**config.mk**
```make
export PLATFORM = sky130hd
export DESIGN_NAME = mem_arbiter
export DESIGN_NICKNAME = d
export VERILOG_FILES = /design/src/rtl/mem_arbiter.sv
export SDC_FILE = /design/constraint.sdc
export NUM_CORES = 1
export LEC_CHECK = 0
export ABC_AREA = 1
export BUFFER_PORTS_ARGS = -buffer_cell sky130_fd_sc_hd__buf_2
export CORE_UTILIZATION = 42
export DETAILED_ROUTE_END_ITERATION = 16
export PLACE_DENSITY = 0.84
export SYNTH_ARGS = -nofsm -noshare
export SYNTH_HDL_FRONTEND = slang
export SYNTH_SLANG_ARGS = --single-unit
export TNS_END_PERCENT = 10
```
**constraint.sdc**
```tcl
create_clock -name clk -period 1.5 [get_ports clk]
set_input_delay 0.15 -clock clk [delete_from_list [all_inputs] [get_ports clk]]
set_output_delay 0.15 -clock clk [all_outputs]
set_load 0.03 [all_outputs]
```
**src/rtl/mem_arbiter.sv**
```systemverilog
// Single-port memory arbiter: serializes instruction fetch and load/store onto one
// wait-state bus, data first. Define MEM_ARB_TIMEOUT_EN to add the busy-timeout abort.
module mem_arbiter #(
  parameter int unsigned TIMEOUT_CYCLES = 255
) (
  input  logic        clk,
  input  logic        nRST,
  input  logic        i_req,
  input  logic [31:0] i_addr,
  output logic [31:0] i_rdata,
  output logic        i_ready,
  input  logic        d_read,
  input  logic        d_write,
  input  logic [31:0] d_addr,
  input  logic [31:0] d_wdata,
  input  logic [3:0]  d_sel,
  output logic [31:0] d_rdata,
  output logic        d_ready,
  output logic [31:0] m_addr,
  output logic [31:0] m_wdata,
  output logic [3:0]  m_sel,
  output logic        m_read,
  output logic        m_write,
  input  logic [31:0] m_rdata,
  input  logic        m_busy,
  output logic        m_error
);

  typedef enum logic [1:0] {
    IDLE  = 2'd0,
    FETCH = 2'd1,
    DATA  = 2'd2,
    RESP  = 2'd3
  } state_t;

  state_t state;
  logic   in_access;
  logic   timed_out;

  assign in_access = (state == FETCH) || (state == DATA);

`ifdef MEM_ARB_TIMEOUT_EN
  localparam int CW = $clog2(TIMEOUT_CYCLES + 1);

  logic [CW-1:0] busy_cnt;
  logic [CW-1:0] busy_cnt_next;

  assign busy_cnt_next = busy_cnt + 1'b1;
  assign timed_out     = in_access && m_busy && (busy_cnt_next == CW'(TIMEOUT_CYCLES));

  // Counter sits at zero outside an access, so every grant starts a fresh count.
  always_ff @(posedge clk or negedge nRST) begin
    if (!nRST) begin
      busy_cnt <= '0;
      m_error  <= 1'b0;
    end else begin
      if (!in_access)  busy_cnt <= '0;
      else if (m_busy) busy_cnt <= busy_cnt_next;
      if (timed_out)   m_error  <= 1'b1;
    end
  end
`else
  assign timed_out = 1'b0;
  assign m_error   = 1'b0;
`endif

  always_ff @(posedge clk or negedge nRST) begin
    if (!nRST) begin
      // NOTE: the datapath registers are cleared too, so the bus never shows stale
      // addresses or data after a reset that lands mid-access.
      state   <= IDLE;
      m_addr  <= '0;
      m_wdata <= '0;
      m_sel   <= '0;
      m_read  <= 1'b0;
      m_write <= 1'b0;
      i_rdata <= '0;
      d_rdata <= '0;
      i_ready <= 1'b0;
      d_ready <= 1'b0;
    end else begin
      case (state)
        IDLE: begin
          if (d_read || d_write) begin
            state   <= DATA;
            m_addr  <= d_addr;
            m_wdata <= d_wdata;
            m_sel   <= d_sel;
            m_read  <= d_read;
            m_write <= d_write;
          end else if (i_req) begin
            state   <= FETCH;
            m_addr  <= i_addr;
            m_sel   <= 4'hF;
            m_read  <= 1'b1;
            m_write <= 1'b0;
          end
        end

        FETCH, DATA: begin
          // A normal completion takes precedence over a timeout on the same edge.
          if (!m_busy || timed_out) begin
            if (m_read) begin
              if (state == FETCH) i_rdata <= m_busy ? '0 : m_rdata;
              else                d_rdata <= m_busy ? '0 : m_rdata;
            end
            m_read  <= 1'b0;
            m_write <= 1'b0;
            i_ready <= (state == FETCH);
            d_ready <= (state == DATA);
            state   <= RESP;
          end
        end

        RESP: begin
          i_ready <= 1'b0;
          d_ready <= 1'b0;
          state   <= IDLE;
        end

        default: state <= IDLE;
      endcase
    end
  end

endmodule

```
# --- After elaboration in Yosys (flattened, before gate mapping) ---
# Index checks and enable logic that the tools add are counted.
classes:
  n_eq_ne: 5
  n_mux: 19
  n_bitwise: 2
  reduce_logical: 13
ops:
  columns: ["op", "count"]
  rows:
  - ["32-bit two-way mux", 2]
  - ["4-bit two-way mux", 2]
  - ["1-bit one-hot mux with 2 select lines", 4]
  - ["2-bit AND reduction", 4]
  - ["4-bit AND reduction", 2]
  - ["1-bit two-way mux", 7]
  - ["2-bit two-way mux", 3]
  - ["2-bit one-hot mux with 3 select lines", 1]
  - ["2-bit nonzero test", 3]
  - ["2-bit == test (second input constant)", 2]
  - ["3-bit != test (second input constant)", 1]
  - ["3-bit AND reduction", 1]
  - ["2-bit by 1-bit == test with 1-bit output (second input constant)", 1]
  - ["2-bit logical NOT", 1]
  - ["2-bit != test (second input constant)", 1]
  - ["1-bit inverter", 2]
  - ["2-bit OR reduction", 1]
  - ["1-bit logical OR", 1]
word_totals:
  register_bits: 138
  inputBits: 138
  output_inout_bits: 137
  elab_cells: 49

# --- Logic depth before layout (Yosys ltp) ---
logic_depth:
  word_depth: 4
  mapped_depth: 9

# --- Least setup slack after synthesis ---
# OpenSTA, ideal clock, no wires.
synth_timing:
  kind: "register to register"
  from: "register state[0]"
  to: "register m_addr[10]"
  setup_time_ns: 0.118
  arrival_ns: 1.394
  setup_slack_ns: -0.012
  stages_incl_launch_ff: 10
  path_cell_list: "dfrtp_1 -> inv_1 -> ha_1 -> buf_2 -> inv_1 -> a21oi_4 -> inv_2 -> buf_2 -> nand2_1 -> nand2_1"
synth_via:
  elab_chain_len: 2
synth_rtl:
  columns: ["element", "line_no", "text"]
  rows:
  - ["start, declared", "36", "state_t state;"]
  - ["start signal, assigned", "71", "state <= IDLE;"]
  - ["start signal, assigned", "85", "state <= DATA;"]
  - ["start signal, assigned", "92", "state <= FETCH;"]
  - ["2-bit logical NOT", "82", "case (state)"]
  - ["2-bit AND reduction (no source line)", null, null]
  - ["end signal, assigned", "86", "m_addr <= d_addr;"]
  - ["end signal, assigned", "93", "m_addr <= i_addr;"]
  - ["end, declared", "19", "output logic [31:0] m_addr,"]
# Every way passes these cells.
# A chain may end at the register's enable or synchronous reset.

# --- Worst setup path in the final report ---
layout_timing:
  from: "register state[0]"
  to: "register d_rdata[0]"
layout_via:
  elab_chain_len: 3
  word_cells_on_any_way: 5
  classes_between: "eq/ne (2); bitwise (1); reduce/logical (2)"
layout_rtl:
  columns: ["element", "line_no", "text"]
  rows:
  - ["2-bit by 1-bit == test with 1-bit output or 2-bit == test (tied branches)", "82, 104", null]
  - ["2-bit OR reduction or 1-bit inverter (tied branches)", null, null]
  - ["4-bit AND reduction (no source line) *", null, null]
  - ["end signal, assigned", "105", "else d_rdata <= m_busy ? '0 : m_rdata;"]
  - ["end, declared", "17", "output logic [31:0] d_rdata,"]
# Mark *: on every way between the ends. The rest lies on a longest branch, timed or not.

==> PnR_summary.wiki <==
{| class="wikitable"
! Metric !! Value
|-
| CTS Buf Count || 17
|-
| CORE AREA || 0.0133 mm²
|-
| Sinks on Clock Net || 138
|-
| Critical path startpoint category || register
|-
| Most frequent standard cell in the layout excluding fill and tap cells || sky130_fd_sc_hd__nand2_1
|-
| Number of unique standard cell types used by synthesis || 20
|-
| Clock insertion delay at the later pin of the skew report || 0.41 ns
|-
| CTS tree || yes
|-
| Slowest stage cell on the critical path || sky130_fd_sc_hd__dfrtp_1
|-
| Type of the most critical hold path || in -> reg
|-
| Area of the mapped netlist || 0.00575 mm²
|-
| Number of rows created at floorplan || 42
|-
| Antenna diode count || 0
|-
| Number of instances in the synthesized netlist || 683
|-
| Routed via count divided by cell count || 4.83
|-
| Chip width || between 100 and 150 µm
|-
| Power density normalized to cell area || 2310 mW/mm²
|-
| Number of H-tree branching levels || 4
|-
| Total routed wirelength || 17,100 µm
|-
| VDD IR max || 1.65 mV
|-
| Bufs on Longest Clock Path || 2
|-
| Multi-input gate area in the final layout || 0.00199 mm²
|-
| Die Area || about 0.014 mm²
|-
| First-pass iteration count of the detailed router || 4
|-
| Predominant post-synthesis flop cell || sky130_fd_sc_hd__dfrtp_1
|-
| Post-route total power || 20.0 mW
|-
| Required time at the endpoint of the critical path || 1.79 ns
|-
| Fill cells || 1,034
|-
| Final clock period utilization by the worst path || 0.955
|-
| Vertical die dimension || 119 µm
|-
| Final weighted congestion in routability-driven placement || between 0.8 and 0.9
|-
| Max stage delay on crit path || 0.40 ns
|-
| Accumulated negative setup slack || 0 ns
|-
| Critical path cell sequence || inv_2 -> ha_4 -> nand4_4 -> buf_12 -> buf_12 -> nand2_1 -> o21ai_0
|-
| Fmax achieved || 698 MHz
|-
| Final hold vios || 0
|-
| First DRT Iteration DRCs || around 380
|-
| Post-layout minimum cycle time || 1.43 ns
|-
| FF+latch area || between 0.003 and 0.004 mm²
|-
| Most frequent CP cell || sky130_fd_sc_hd__buf_12
|-
| Count of endpoints failing setup in the final report || 0
|-
| Buffers on Ports || approximately 270
|-
| Wire length of the first global-routing pass || 26,800 µm
|-
| Result of the run || complete, no violations
|-
| Pin count of the biggest net entering global routing || 65
|-
| Initial antenna violation count || 0
|-
| Overall track demand over capacity in global routing || 0.241
|-
| Count of flip-flops with a built-in enable after synthesis || 0
|-
| Ports placed on the boundary || 275
|-
| Max-Cap Viols || 0
|-
| Fraction of layout instances using a drive strength above 1 || 0.331
|-
| DR DRC count || 0
|-
| P&R area growth vs syn || 50.6%
|-
| Initial core utilization || 0.433
|-
| Leakage power total || around 5.0 nW
|-
| Arrival time of the worst setup path || roughly 1.7 ns
|-
| Fin Clk Skew || roughly 0.010 ns
|-
| Synthesized Nets || 826
|-
| Top library cells by usage in the layout, fill and taps aside || 332 x sky130_fd_sc_hd__nand2_1, 272 x sky130_fd_sc_hd__buf_2, 138 x sky130_fd_sc_hd__dfrtp_1
|-
| Mean instance size in the synthesized netlist || about 8.4 µm²
|-
| Nature of the critical path endpoint || register
|-
| Post-synthesis register bit count || 138
|-
| Worst-path fanout max || 14
|-
| Root Buffer || sky130_fd_sc_hd__clkbuf_16
|-
| Final #Nets || 1,162
|-
| Final Util || 0.651
|-
| Placed wire-length estimate after detailed placement || approximately 11,000 µm
|-
| DR vias || 5,831
|-
| Clock-pin slew on the worst setup and hold paths || 0.06 ns
|-
| ANT nets after route || 0
|-
| Fin. max-slew vios || 0
|-
| Number of global-route vias before repair || 5,858
|-
| Drt wl/cell || 14.1 µm
|-
| Congestion Overflow GR || 0
|-
| Type of the setup path with the least slack || reg -> reg
|-
| Synthesis warning total || 0
|-
| Portion of the post-synthesis area used by sequential elements || 0.600
|-
| Synth async-reset ratio || 1.00
|}
## final cells by class
type | instances | area share
clock inverter | 15 | 0.0156
clock buffer | 17 | 0.0491
sequential | 138 | 0.399
timing repair buffer | 353 | 0.262
multi-input combinational | 465 | 0.229
inverter | 44 | 0.0194
tap | 176 | 0.0254
## critical path: cells and delay by family (launching register included)
kind | cells | cell delay, ns
and+or+nand+nor | 2 | 0.15
adders and majority gates | 1 | 0.28
DFF | 1 | 0.40
AOI/OAI and AO/OA | 1 | 0.08
buffers and inverters | 3 | 0.38
## per-layer routing
metal,GRT usage,up-vias,wire [µm]
met4,0.140,0,787
met5,0,-,0
met2,0.421,242,8640
li1,-,2795,-
met1,0.258,2730,6410
met3,0.0694,64,1250
## stage by stage
stage	setup WS (ns)	instance area, µm²	instances	hold WS [ns]
after floorplan	0.0112	5750	683	-0.146
after global placement	0.0717	7400	1114	0.0601
after detailed placement	-0.00826	7400	1114	0.0617
after CTS	0.0286	8520	1201	0.000101
after global routing	-0.0233	8660	1208	0.00366
final	0.0679	8660	1208	0.00746
## synthesized netlist by cell type (3+ instances only)
cell type                  instances  share of area
sky130_fd_sc_hd__clkbuf_1         13         0.0085
sky130_fd_sc_hd__dfrtp_1         138           0.60
sky130_fd_sc_hd__nor2_1           14         0.0091
sky130_fd_sc_hd__nand2_1         333           0.22
sky130_fd_sc_hd__nand3_1          36          0.031
sky130_fd_sc_hd__inv_1            42          0.027
sky130_fd_sc_hd__ha_1              5          0.011
sky130_fd_sc_hd__o21ai_0          67          0.058
sky130_fd_sc_hd__a21oi_1           3         0.0026
sky130_fd_sc_hd__buf_1             3         0.0020
sky130_fd_sc_hd__buf_2            17          0.015
## power by group
| part | total (mW) | leakage, nW | internal [mW] | switching [mW] |
|---|---|---|---|---|
| Combinational | 9.68 | 3.00 | 2.94 | 6.74 |
| Sequential | 6.38 | 1.72 | 5.46 | 0.923 |
| Clock | 3.90 | 0.261 | 2.18 | 1.72 |
## kinds of logic after synthesis
group                    count (synthesis)  synth area share
AND/OR/NAND/NOR                        388             0.265
flip-flops                             138             0.600
buffers and inverters                   80            0.0592
AO/OA/AOI/OAI                           71            0.0637
adder cells (fa/ha/maj)                  5            0.0109
other                                    1          0.000652
## what timing repair did
action,4_1_cts,5_1_grt
gates cloned,0,5
gates resized for setup,4,10
hold buffers,55,0
pin swaps,0,1
endpoints found under the hold margin,203,0
setup buffers,0,2
endpoints found under the setup margin,8,61
## path summary, 6_finish.rpt
check	endpoint	depth (start not counted)	from	slack, ns
worst max-delay path	d_rdata[0]	7	state[0]	0.07
worst min-delay path	d_rdata[10]	3	m_rdata[10]	0.007
worst max register to register	d_rdata[0]	7	state[0]	0.07
worst min register to register	m_addr[21]	2	m_addr[21]	0.46
max in group asynchronous	m_wdata[9]	3	nRST	0.74
min in group asynchronous	d_rdata[21]	2	nRST	0.19
## sequential cells by signal, summed over array words and instances (netlist names)
name	flops
m_wdata	32
m_sel	4
m_read	1
d_rdata	32
m_addr	32
state	2
i_rdata	32
i_ready	1
m_write	1
d_ready	1
Power figures use the tool's default switching activity.
